--- src/rtl/kf_dma_priority_arbiter.sv ---
// kf_dma_priority_arbiter
// DMA request arbiter for the KF8237 successor. It holds the mask, software-request
// and command state and conditions the raw DREQ lines (polarity, edge or level).
// It resolves fixed or rotating priority into a registered one-hot grant. The grant
// holds while the timing FSM acknowledges a channel.
// Optional build macro: KF_DMA_ARB_STATUS_EN adds a terminal-count status register
// with its read strobe.
module kf_dma_priority_arbiter #(
    parameter int CHANNELS = 4,
    parameter int IDX_W    = $clog2(CHANNELS)
) (
    input  logic                clock,
    input  logic                reset_n,
    input  logic [7:0]          internal_data_bus,
    input  logic                write_command_register,
    input  logic                write_request_register,
    input  logic                set_or_reset_mask_register,
    input  logic                write_mask_register,
    input  logic                master_clear,
    input  logic                clear_mask_register,
    input  logic [CHANNELS-1:0] edge_request,
    input  logic [CHANNELS-1:0] dma_request,
    input  logic [CHANNELS-1:0] dma_acknowledge_internal,
    input  logic                end_of_process,
`ifdef KF_DMA_ARB_STATUS_EN
    input  logic                read_status_register,
    output logic [7:0]          status_register,
`endif
    output logic [CHANNELS-1:0] encoded_dma,
    output logic [IDX_W-1:0]    rotate_pointer
);

    localparam logic [CHANNELS-1:0] ONE_HOT0 = CHANNELS'(1);
    localparam logic [IDX_W-1:0]    LAST_CH  = IDX_W'(CHANNELS - 1);

    logic [7:0]          cmd_q, cmd_d;
    logic [CHANNELS-1:0] mask_q, mask_d;
    logic [CHANNELS-1:0] req_q, req_d;
    logic [CHANNELS-1:0] edge_q, edge_d;
    logic [CHANNELS-1:0] prev_q, prev_d;
    logic [CHANNELS-1:0] grant_q, grant_d;
    logic [IDX_W-1:0]    rot_q, rot_d;

    logic                ctrl_disable;
    logic                rotating;
    logic                active_low;
    logic [CHANNELS-1:0] level;
    logic [CHANNELS-1:0] rise;
    logic [CHANNELS-1:0] hw_pending;
    logic [CHANNELS-1:0] pending;
    logic [CHANNELS-1:0] wr_sel;
    logic [CHANNELS-1:0] eop_clr;
    logic [CHANNELS-1:0] winner;
    logic                ack_any;
    logic [IDX_W-1:0]    ack_idx;
    logic [IDX_W-1:0]    search_base;
    logic [IDX_W-1:0]    idx;
    logic                unused_cmd;

    assign ctrl_disable = cmd_q[2];
    assign rotating     = cmd_q[4];
    assign active_low   = cmd_q[6];
    // The remaining command bits are kept for readback compatibility only.
    assign unused_cmd   = ^{cmd_q[7], cmd_q[5], cmd_q[3], cmd_q[1:0]};

    // DREQ conditioning: polarity, then edge detect against last cycle's level.
    // A fresh edge counts as pending in the same cycle it is seen, so edge and
    // level channels both reach the grant one cycle after the request.
    assign level      = dma_request ^ {CHANNELS{active_low}};
    assign rise       = level & ~prev_q;
    assign hw_pending = (edge_request & (edge_q | rise)) | (~edge_request & level);
    assign pending    = (hw_pending & ~mask_q) | req_q;

    assign wr_sel  = ONE_HOT0 << internal_data_bus[IDX_W-1:0];
    assign eop_clr = end_of_process ? dma_acknowledge_internal : '0;
    assign ack_any = |dma_acknowledge_internal;

    // Rotating search starts just after the last serviced channel; fixed starts at 0.
    // CHANNELS is a power of two, so index arithmetic wraps naturally.
    assign search_base = rotating ? (rot_q + IDX_W'(1)) : '0;

    // Priority search: walk from the lowest priority down so the highest-priority
    // pending channel is the last one written.
    always_comb begin
        winner = '0;
        idx    = '0;
        for (int i = CHANNELS - 1; i >= 0; i--) begin
            idx = search_base + IDX_W'(i);
            if (pending[idx]) begin
                winner = ONE_HOT0 << idx;
            end
        end
    end

    // Lowest set acknowledge bit names the serviced channel (multi-hot is illegal).
    always_comb begin
        ack_idx = '0;
        for (int i = CHANNELS - 1; i >= 0; i--) begin
            if (dma_acknowledge_internal[i]) begin
                ack_idx = IDX_W'(i);
            end
        end
    end

    // Next-state for all configuration, conditioning and grant state.
    always_comb begin
        cmd_d   = cmd_q;
        mask_d  = mask_q;
        req_d   = req_q;
        edge_d  = edge_q;
        prev_d  = level;
        rot_d   = rot_q;
        grant_d = grant_q;

        if (write_command_register) begin
            cmd_d = internal_data_bus;
        end

        if (clear_mask_register) begin
            mask_d = '0;
        end else if (write_mask_register) begin
            mask_d = internal_data_bus[CHANNELS-1:0];
        end else if (set_or_reset_mask_register) begin
            mask_d = internal_data_bus[IDX_W] ? (mask_q | wr_sel) : (mask_q & ~wr_sel);
        end

        // Terminal-count clear first, so a same-cycle software write wins.
        req_d = req_q & ~eop_clr;
        if (write_request_register) begin
            req_d = internal_data_bus[IDX_W] ? (req_d | wr_sel) : (req_d & ~wr_sel);
        end

        // Acknowledge consumes the latched edge, even if a new edge arrives with it.
        edge_d = (edge_q | (rise & edge_request)) & ~dma_acknowledge_internal;

        if (ack_any) begin
            rot_d = ack_idx;
        end

        if (ctrl_disable) begin
            grant_d = '0;
        end else if (ack_any) begin
            grant_d = grant_q;
        end else begin
            grant_d = winner;
        end

        if (master_clear) begin
            cmd_d   = '0;
            mask_d  = '1;
            req_d   = '0;
            edge_d  = '0;
            prev_d  = '0;
            rot_d   = LAST_CH;
            grant_d = '0;
        end
    end

    // State registers with asynchronous reset to the power-on configuration.
    always_ff @(posedge clock or negedge reset_n) begin
        if (!reset_n) begin
            cmd_q   <= '0;
            mask_q  <= '1;
            req_q   <= '0;
            edge_q  <= '0;
            prev_q  <= '0;
            rot_q   <= LAST_CH;
            grant_q <= '0;
        end else begin
            cmd_q   <= cmd_d;
            mask_q  <= mask_d;
            req_q   <= req_d;
            edge_q  <= edge_d;
            prev_q  <= prev_d;
            rot_q   <= rot_d;
            grant_q <= grant_d;
        end
    end

    assign encoded_dma    = grant_q;
    assign rotate_pointer = rot_q;

`ifdef KF_DMA_ARB_STATUS_EN
    logic [CHANNELS-1:0] tc_q, tc_d;

    // Terminal-count flags: a read clears them, a same-cycle EOP sets them again.
    always_comb begin
        tc_d = (tc_q & ~{CHANNELS{read_status_register}}) | eop_clr;
        if (master_clear) begin
            tc_d = '0;
        end
    end

    // Terminal-count flag register.
    always_ff @(posedge clock or negedge reset_n) begin
        if (!reset_n) begin
            tc_q <= '0;
        end else begin
            tc_q <= tc_d;
        end
    end

    if (CHANNELS <= 4) begin : g_status_small
        assign status_register = {4'(pending), 4'(tc_q)};
    end else begin : g_status_wide
        assign status_register = 8'(tc_q);
    end
`endif

endmodule

--- config.mk ---
export PLATFORM = sky130hd
export DESIGN_NAME = kf_dma_priority_arbiter
export DESIGN_NICKNAME = d
export VERILOG_FILES = /design/src/rtl/kf_dma_priority_arbiter.sv
export SDC_FILE = /design/constraint.sdc
export NUM_CORES = 1
export LEC_CHECK = 0
export BUFFER_PORTS_ARGS = -buffer_cell sky130_fd_sc_hd__buf_2
export CELL_PAD_IN_SITES_DETAIL_PLACEMENT = 0
export CELL_PAD_IN_SITES_GLOBAL_PLACEMENT = 1
export CORE_MARGIN = 5
export CORE_UTILIZATION = 30
export CTS_CLUSTER_SIZE = 28
export DETAILED_ROUTE_END_ITERATION = 10
export PLACE_DENSITY = 0.71
export SLEW_MARGIN = 20
export SYNTH_ARGS = -nofsm -noshare
export SYNTH_HDL_FRONTEND = slang
export SYNTH_SLANG_ARGS = --single-unit
--- constraint.sdc ---
create_clock -name clock -period 4.32 [get_ports clock]
set_input_delay 0 -clock clock [delete_from_list [all_inputs] [get_ports clock]]
set_output_delay 0 -clock clock [all_outputs]
set_load 0.005 [all_outputs]
Word level (Yosys, flattened, before mapping). Index checks and enable logic that the tools add are counted.

Flip-flop bits (word level): 29. Input port bits: 29. Word-level logic and storage cells: 82.

Add/sub/neg operators: 4. Order comparisons: 4. Equal/unequal tests: 1. Shift operators: 5. Multiplexer cells: 35. Bitwise operators: 22. Reduce and logical (&&, ||, !) cells: 4.

Operators with widths (count): 4-bit two-way mux (18); 4-bit bitwise AND (9); 4-bit NOT (6); 4-bit bitwise OR (6); 1-bit by 2-bit left shift with 4-bit output (first input constant) (5); 2-bit two-way mux (7); 7-bit two-way mux (2); 2-bit by 3-bit < comparator with 1-bit output (second input constant) (4); 1-bit binary-select mux with 2-bit select (4); 2-bit by 1-bit adder with 2-bit output (second input constant) (2); 2-bit adder (second input constant) (2); 1-bit two-way mux (4); 2-bit nonzero test (2); 4-bit nonzero test (1); 4-bit OR reduction (1); 4-bit bitwise XOR (1); 3-bit != test (second input constant) (1).

Logic depth before layout (Yosys ltp). Gate-level depths: netlist of run 1.

Depth after elaboration: 16. Mapped depth: 8. Depth with buffers taken out: 7.

Worst setup path before layout of run 1. Ideal clock, no wire load.

Path kind: flip-flop to flip-flop. Start point: register rot_q[0] (netlist: rotate_pointer[0]). End point: register grant_q[2] (netlist: encoded_dma[2]). Arrival: 1.977 ns. Data required time: 4.186 ns. Path slack: 2.208 ns. Stages on the path, launching flop included: 8. Path buffers: 0. Cells stage by stage: dfstp_2 -> xor2_1 -> nand2_1 -> ha_1 -> mux4_2 -> nor4_1 -> o41ai_1 -> a21boi_1.

Cells in the longest elaborated chain, start to end: 12. Elaborated cells on any way between the ends: 24.

RTL lines: start, declared (line 42) `logic [IDX_W-1:0] rot_q, rot_d;`; start signal, assigned (line 175) `rot_q <= rot_d;`; 2-bit by 1-bit adder with 2-bit output * (line 80) `assign search_base = rotating ? (rot_q + IDX_W'(1)) : '0;`; 2-bit two-way mux * (line 80); 2-bit adder (line 88) `idx = search_base + IDX_W'(i);`; 1-bit binary-select mux with 2-bit select (line 89) `if (pending[idx]) begin`; 1-bit two-way mux (not written as such) (line 89); 4-bit two-way mux (3 in series) (line 89); 4-bit two-way mux * (line 89); 4-bit two-way mux * (line 142) `end else if (ack_any) begin`; 4-bit two-way mux * (line 140) `if (ctrl_disable) begin`; 4-bit two-way mux * (line 148) `if (master_clear) begin`; end signal, assigned (line 176) `grant_q <= grant_d;`; end, declared (line 41) `logic [CHANNELS-1:0] grant_q, grant_d;`.

Every way passes the cells marked *; elsewhere a longest branch is shown, timed or not. The select of a mux whose other input is x is not followed. A chain may end at the register's enable or synchronous reset.

Worst setup path in the final report of run 1.
Start point: register cmd_q[4]. End point: register grant_q[1] (netlist: encoded_dma[1]).

Cells in the longest elaborated chain, start to end: 11. Elaborated cells on any way between the ends: 23.

RTL lines: start, declared (line 36) `logic [7:0] cmd_q, cmd_d;`; start signal, assigned (line 170) `cmd_q <= cmd_d;`; 2-bit two-way mux * (line 80); 2-bit adder (line 88); 1-bit binary-select mux with 2-bit select (line 89); 1-bit two-way mux (not written as such) (line 89); 4-bit two-way mux (3 in series) (line 89); 4-bit two-way mux * (line 89); 4-bit two-way mux * (line 142); 4-bit two-way mux * (line 140); 4-bit two-way mux * (line 148).

Marks and branches as above.

==> results.json, run 1 <==
{
  "cap_viol_max_count": 0,
  "clockPowerShare_pct": 26.5,
  "diodes": 0,
  "cts.path.max_buffers": 2,
  "arrival_ps": 2690,
  "power.density_mw_per_mm2": 263,
  "grt_setup_unrepaired": "false",
  "critPathSlowestCell": "nor2b_1",
  "netlist_instances": 180,
  "power_mw": 0.533,
  "gp_congestion": 0.865,
  "critical_path_class": "register to register",
  "critPathMaxStageDelay_ps": 710,
  "ios": 35,
  "holdWs_ps": 25.0,
  "via_per_inst": 5.03,
  "postLayoutSetupSlackWorst_ps": 1820,
  "worstRegToRegCells": 6,
  "hold_depth": 3,
  "period_share_pct": 57.8,
  "p_seq_share_pct": 48.7,
  "synth_area_leader_cell": "dfrtp_1",
  "grt_first_pass_wirelength_microns": 7290,
  "die-width_microns": 84.5,
  "cts_resized": 0,
  "die_y_microns": 84.5,
  "worstSetupEndpointType": "register",
  "synth.top_cell.area_share_pct": 28.5,
  "grt_pass1_vias": 1536,
  "hold_viol": 0,
  "min_period_ps": 2500,
  "synth_area_sq_mm": 0.00167,
  "h-tree-depth": 1,
  "n_fill_cell": 593,
  "area_delta_synth_final_pct": 21.8,
  "final_cells": 294,
  "clock_latency_ps": 270,
  "p_int_mw": 0.372,
  "fmax_mhz": 401,
  "crit_path_max_fanout": 11,
  "avgSynthCellArea_sq_um": 9.25,
  "tns_ps": 0,
  "ys.flop_type": "dfrtp_1",
  "cts_tree": "done",
  "required_ps": 4520,
  "ys_warn_count": 0,
  "status": "finished clean",
  "setup_viol_count_final": 0,
  "drtIter0Drc": 60,
  "grt_usage_pct": 12.5,
  "slew_viol_final": 0,
  "synth-seq-cells": 25,
  "remaining_drc_errors": 0,
  "hold_class": "input port to register",
  "post_cts_buffers": 0,
  "wl_microns": 4240,
  "leakagePower_nw": 0.921,
  "grt_antenna_before_repair": 0,
  "clkSinkCount": 25,
  "synth_fp_nets": 213,
  "p_comb_share_pct": 24.8,
  "synthArstFlopShare_pct": 100,
  "placed_area_sq_mm": 0.00189,
  "synth_cell_types": 40,
  "nNetsFinal": 256,
  "drive_gt1_share_pct": 23.9,
  "grt.overflow.total": 0,
  "yosys-top-cells-area": "dfrtp_1 29%, dfstp_2 9.5%, nor3_1 4.8%",
  "final_area_sq_mm": 0.00203,
  "dp_cells": 281,
  "utilization_pct": 37.3,
  "clk_pin_slew_ps": 90,
  "switching_share_pct": 30.3,
  "antenna_left": 0,
  "core_area_sq_mm": 0.00544,
  "dp_slack_ps": 1850,
  "p_sw_mw": 0.161,
  "grt_max_degree": 26,
  "initial_core_util_pct": 30.6,
  "wl_per_cell_microns": 14.4,
  "die_area_sq_mm": 0.00714,
  "tightestPinTransition_ps": 873,
  "num_vias": 1478,
  "num_rows": 27,
  "peakVddDrop_mv": 0.146,
  "crit_path_start_kind": "register",
  "cp_cell_sequence": "nor2b_1 > nor3_1 > a221oi_2 > nor4_1 > o41ai_1 > a21boi_1",
  "relSlewSlack_pct": 41.7,
  "hpwl_microns": 3270,
  "cts_made_buffers": 3,
  "fin_worst_skew_ps": 4.11,
  "root_buffer": "clkbuf_8",
  "synth_edf_count": 0,
  "drt_pre_antenna_iters": 4,
  "ys_seq_area_share_pct": 38.0,
  "portBuffers": 32
}
==> cells in the mapped netlist (2+ instances only) <==
master	count
dfrtp_1	19
nor3_1	16
inv_1	15
nor2_1	13
a21oi_1	12
nand2_1	12
nand3_1	11
o21ai_0	7
dfstp_2	6
mux2i_1	6
a31oi_1	5
nor4_1	5
a2111oi_0	4
a21boi_1	4
ha_1	4
o41ai_1	4
and2_1	3
nor2b_1	3
xor2_1	3
a211oi_1	2
a221oi_2	2
a221oi_4	2
a22o_2	2
and3_1	2
and3b_1	2
xor2_2	2
==> power groups by stage <==
stage	clock, mW	sequential [mW]	combinational (mW)
after detailed placement	0	0.264	0.126
final	0.141	0.260	0.132
after global placement	0	0.264	0.125
after floorplan	0	0.260	0.0838
after CTS	0.147	0.260	0.133
after global routing	0.157	0.261	0.149
==> critical path, delay by kind of cell (launching register included) <==
family / cells / cell delay, ps
flip-flops: 1 / 380
AND/OR/NAND/NOR: 3 / 990
AO/OA/AOI/OAI: 3 / 1060
==> sequential cells by signal, summed over array words and instances, names as in the netlist <==
signal	cells
edge_q	4
encoded_dma	4
mask_q	4
prev_q	4
req_q	4
cmd_q	3
rotate_pointer	2
==> placed cells by master, fill, tap and decap left out, drive strengths merged, types with 6 or more instances in the layout <==
master / count
nor3: 16
mux2i: 6
dfrtp: 19
nand3: 11
nand2: 12
dlygate4sd3: 9
dfstp: 6
nor2: 13
inv: 16
o21ai: 7
a21oi: 12
buf: 32
==> path summary, 6_finish.rpt <==
path                                              from              to  slack [ps]
worst max-delay path                          cmd_q[4]  encoded_dma[1]        1820
worst min-delay path            write_request_register        req_q[2]          20
worst max register to register                cmd_q[4]  encoded_dma[1]        1820
worst min register to register               edge_q[2]       edge_q[2]         550
max in group asynchronous                      reset_n       prev_q[1]        3670
min in group asynchronous                      reset_n  encoded_dma[3]         260
==> metal layers <==
metal	wire length [microns]	track usage (%)	vias up
met2	1870	19.5	34
li1	-	-	753
met4	25	2.30	0
met5	0	0	-
met3	200	3.04	2
met1	2140	17.6	689
==> timing repair <==
action / in CTS / in global routing
setup endpoints to repair: 0 / 0
endpoints found under the hold margin: 31 / 0
hold buffers: 9 / 0
==> logic make-up after synthesis <==
family / synth area share [%]
compound gates: 22.4
xor+xnor: 3.53
buf+inv: 4.96
simple gates: 20.9
fa+ha+maj: 3.01
flops: 38.0
mux: 7.21
==> area by class of cell <==
cell class	count	area (sq um)	share of cell area [%]
clock buffers	4	45.0	2.22
inverters	16	60.1	2.96
multi-input cells	136	950	46.8
flip-flops and latches	25	633	31.2
well taps	72	90.1	4.44
repair buffers	41	250	12.3
Note: power is estimated with default switching activity, not from simulation.
==> run 2, diff against run 1 <==
ABC_AREA = 1   (was not set)
PLACE_DENSITY = 0.77   (was 0.71)
clock period = 2.1 ns   (was 4.32 ns; I/O delays follow)
==> run 2 against run 1 <==
Compared with the run above:
- power up 110%
- critical path depth up 5
- synthesized cell count up 37%
- synthesized area up 1.8%
- first-iteration DRC count up 15%
- flip-flop and latch count unchanged
- critical endpoint is now encoded_dma[2]
- setup slack worse by 1700 ps
- largest power group unchanged
==> results.json, run 2 <==
{
  "critical_path_buf_inv_count": 2,
  "drive_gt1_share_pct": 20.5,
  "area_delta_synth_final_pct": 23.2,
  "power.density_mw_per_mm2": 543,
  "mostFrequentLayoutCells": "67 x nand2_1, 40 x inv_1, 32 x buf_2",
  "ys_warn_count": 0,
  "tns_ps": 0,
  "synth_edf_count": 0,
  "synth_most_common_cell": "nand2_1",
  "portBuffers": 32,
  "cts_made_buffers": 3,
  "hpwl_microns": 3440,
  "synth-seq-cells": 25,
  "num_rows": 27,
  "hold_viol": 0,
  "grt_first_pass_wirelength_microns": 7620,
  "post_cts_buffers": 0,
  "cp.depth": 11,
  "hold_class": "input port to register",
  "peakVddDrop_mv": 0.222,
  "h-tree-depth": 1,
  "grt_setup_unrepaired": "false",
  "dp_slack_ps": 192,
  "wl_microns": 4400,
  "worstSetupEndpointType": "register",
  "p_comb_share_pct": 26.5,
  "layout_commonest_cell": "nand2_1",
  "holdWs_ps": 14.0,
  "final_area_sq_mm": 0.00209,
  "p_sw_mw": 0.373,
  "critPathMaxStageDelay_ps": 570,
  "synth_area_sq_mm": 0.00170,
  "period_share_pct": 91.8,
  "synth_area_leader_cell": "dfrtp_1",
  "ys_seq_area_share_pct": 37.3,
  "critPathSlowestCell": "dfstp_2",
  "cap_viol_max_count": 0,
  "worstRegToRegCells": 11,
  "arrival_ps": 2110,
  "fin_worst_skew_ps": 3.28,
  "clockPowerShare_pct": 27.1,
  "crit_path_max_fanout": 5,
  "root_buffer": "clkbuf_8",
  "relSlewSlack_pct": 58.1,
  "fmax_mhz": 518,
  "setup_viol_count_final": 0,
  "min_period_ps": 1930,
  "yosys-top-cells-area": "dfrtp_1 28%, nand2_1 15%, dfstp_2 9.3%",
  "grt.overflow.total": 0,
  "clock_latency_ps": 280,
  "utilization_pct": 37.9,
  "crit_path_start_kind": "register",
  "gp_congestion": 0.836,
  "grt_pass1_vias": 1655,
  "clk_pin_slew_ps": 100,
  "synth.top_cell.area_share_pct": 28.0,
  "synth_fp_nets": 280,
  "cp_cell_sequence": "nor2_2 > nor3_4 > inv_2 > ha_1 > nand3b_1 > nand2_1 > inv_1 > nand3_1 > nand2_1 > nand2_1 > nand2_1",
  "synthArstFlopShare_pct": 100,
  "remaining_drc_errors": 0,
  "critical_path_class": "register to register",
  "postLayoutSetupSlackWorst_ps": 171,
  "required_ps": 2280,
  "ios": 35,
  "antenna_left": 0,
  "drt_pre_antenna_iters": 4,
  "avgSynthCellArea_sq_um": 6.86,
  "placed_area_sq_mm": 0.00196,
  "leakagePower_nw": 1.13,
  "wl_per_cell_microns": 12.1,
  "grt_usage_pct": 12.8,
  "num_vias": 1711,
  "cts_resized": 0,
  "grt_antenna_before_repair": 0,
  "netlist_instances": 247,
  "hold_depth": 4,
  "p_int_mw": 0.760,
  "synth_cell_types": 27,
  "initial_core_util_pct": 30.8,
  "status": "finished clean",
  "grt_max_degree": 26,
  "die_area_sq_mm": 0.00725,
  "diodes": 0,
  "switching_share_pct": 32.9,
  "core_area_sq_mm": 0.00551,
  "cts.path.max_buffers": 2,
  "via_per_inst": 4.70,
  "nNetsFinal": 326,
  "ys.flop_type": "dfrtp_1",
  "clkSinkCount": 25,
  "cp_common_cell": "nand2_1",
  "p_seq_share_pct": 46.4,
  "slew_viol_final": 0,
  "tightestPinTransition_ps": 629,
  "die-width_microns": 85.2,
  "synth_commonest_cells": "67 x nand2_1, 40 x inv_1, 26 x nor2_1",
  "path_delay_family": "simple AND/OR/NAND/NOR gates",
  "drtIter0Drc": 69,
  "cts_tree": "done",
  "die_y_microns": 85.2
}
[run 2: changes by cell type after synthesis, moves of 6 or more]
cell,change
inv_1,+25
nor2_1,+13
nand2_1,+55
nor3_1,-14
mux2i_1,-6
o21ai_0,+7
nand3_1,+14
[run 2: power by group through the flow]
stage | combinational (mW) | clock, mW | sequential, mW
4_1_cts | 0.303 | 0.321 | 0.527
5_1_grt | 0.347 | 0.340 | 0.529
2_1_floorplan | 0.188 | 0 | 0.536
3_3_place_gp | 0.290 | 0 | 0.535
3_5_place_dp | 0.291 | 0 | 0.536
6_report | 0.300 | 0.307 | 0.526
[run 2: worst paths after layout]
kind / from / endpoint / slack, ps
max: rotate_pointer[1] / encoded_dma[2] / 170
min: clear_mask_register / mask_q[1] / 10
max reg2reg: rotate_pointer[1] / encoded_dma[2] / 170
min reg2reg: encoded_dma[0] / encoded_dma[0] / 480
max in group asynchronous: reset_n / encoded_dma[2] / 1420
min in group asynchronous: reset_n / prev_q[0] / 260
[run 2: timing repair]
item                                   4_1_cts  5_1_grt
setup endpoints to repair                    0        0
hold buffers                                 8        0
endpoints found under the hold margin       29        0
[run 2: worst min-delay path: cells and delay by family]
kind                   cells  cell delay [ps]
AO/OA/AOI/OAI              2              110
buffers and inverters      1              120
AND/OR/NAND/NOR            1               60
[run 2: metrics by stage]
| step | total power, mW | std cells |
|---|---|---|
| after floorplan | 0.723 | 247 |
| after global placement | 0.825 | 352 |
| after detailed placement | 0.826 | 352 |
| after CTS | 1.15 | 364 |
| after global routing | 1.22 | 364 |
| final | 1.13 | 364 |
[run 2: logic make-up after synthesis]
logic type / share of synthesized area [%]
flops: 37.3
fa+ha+maj: 2.95
simple gates: 35.4
buf+inv: 9.96
compound gates: 14.3
[run 2: area by class of cell]
cell class / instances / area [sq um]
clock buffer: 3 / 41.3
clock inverter: 1 / 7.51
fill: 593 / 3420
inverter: 43 / 161
multi-input combinational: 177 / 893
sequential: 25 / 633
tap: 72 / 90.1
timing repair buffer: 43 / 263
[run 2: layer usage]
layer	wire, microns	vias to the layer above	track usage [%]
met3	120	11	1.84
li1	-	886	-
met1	2130	779	17.4
met4	94	0	4.46
met5	0	-	0
met2	2060	35	20.8
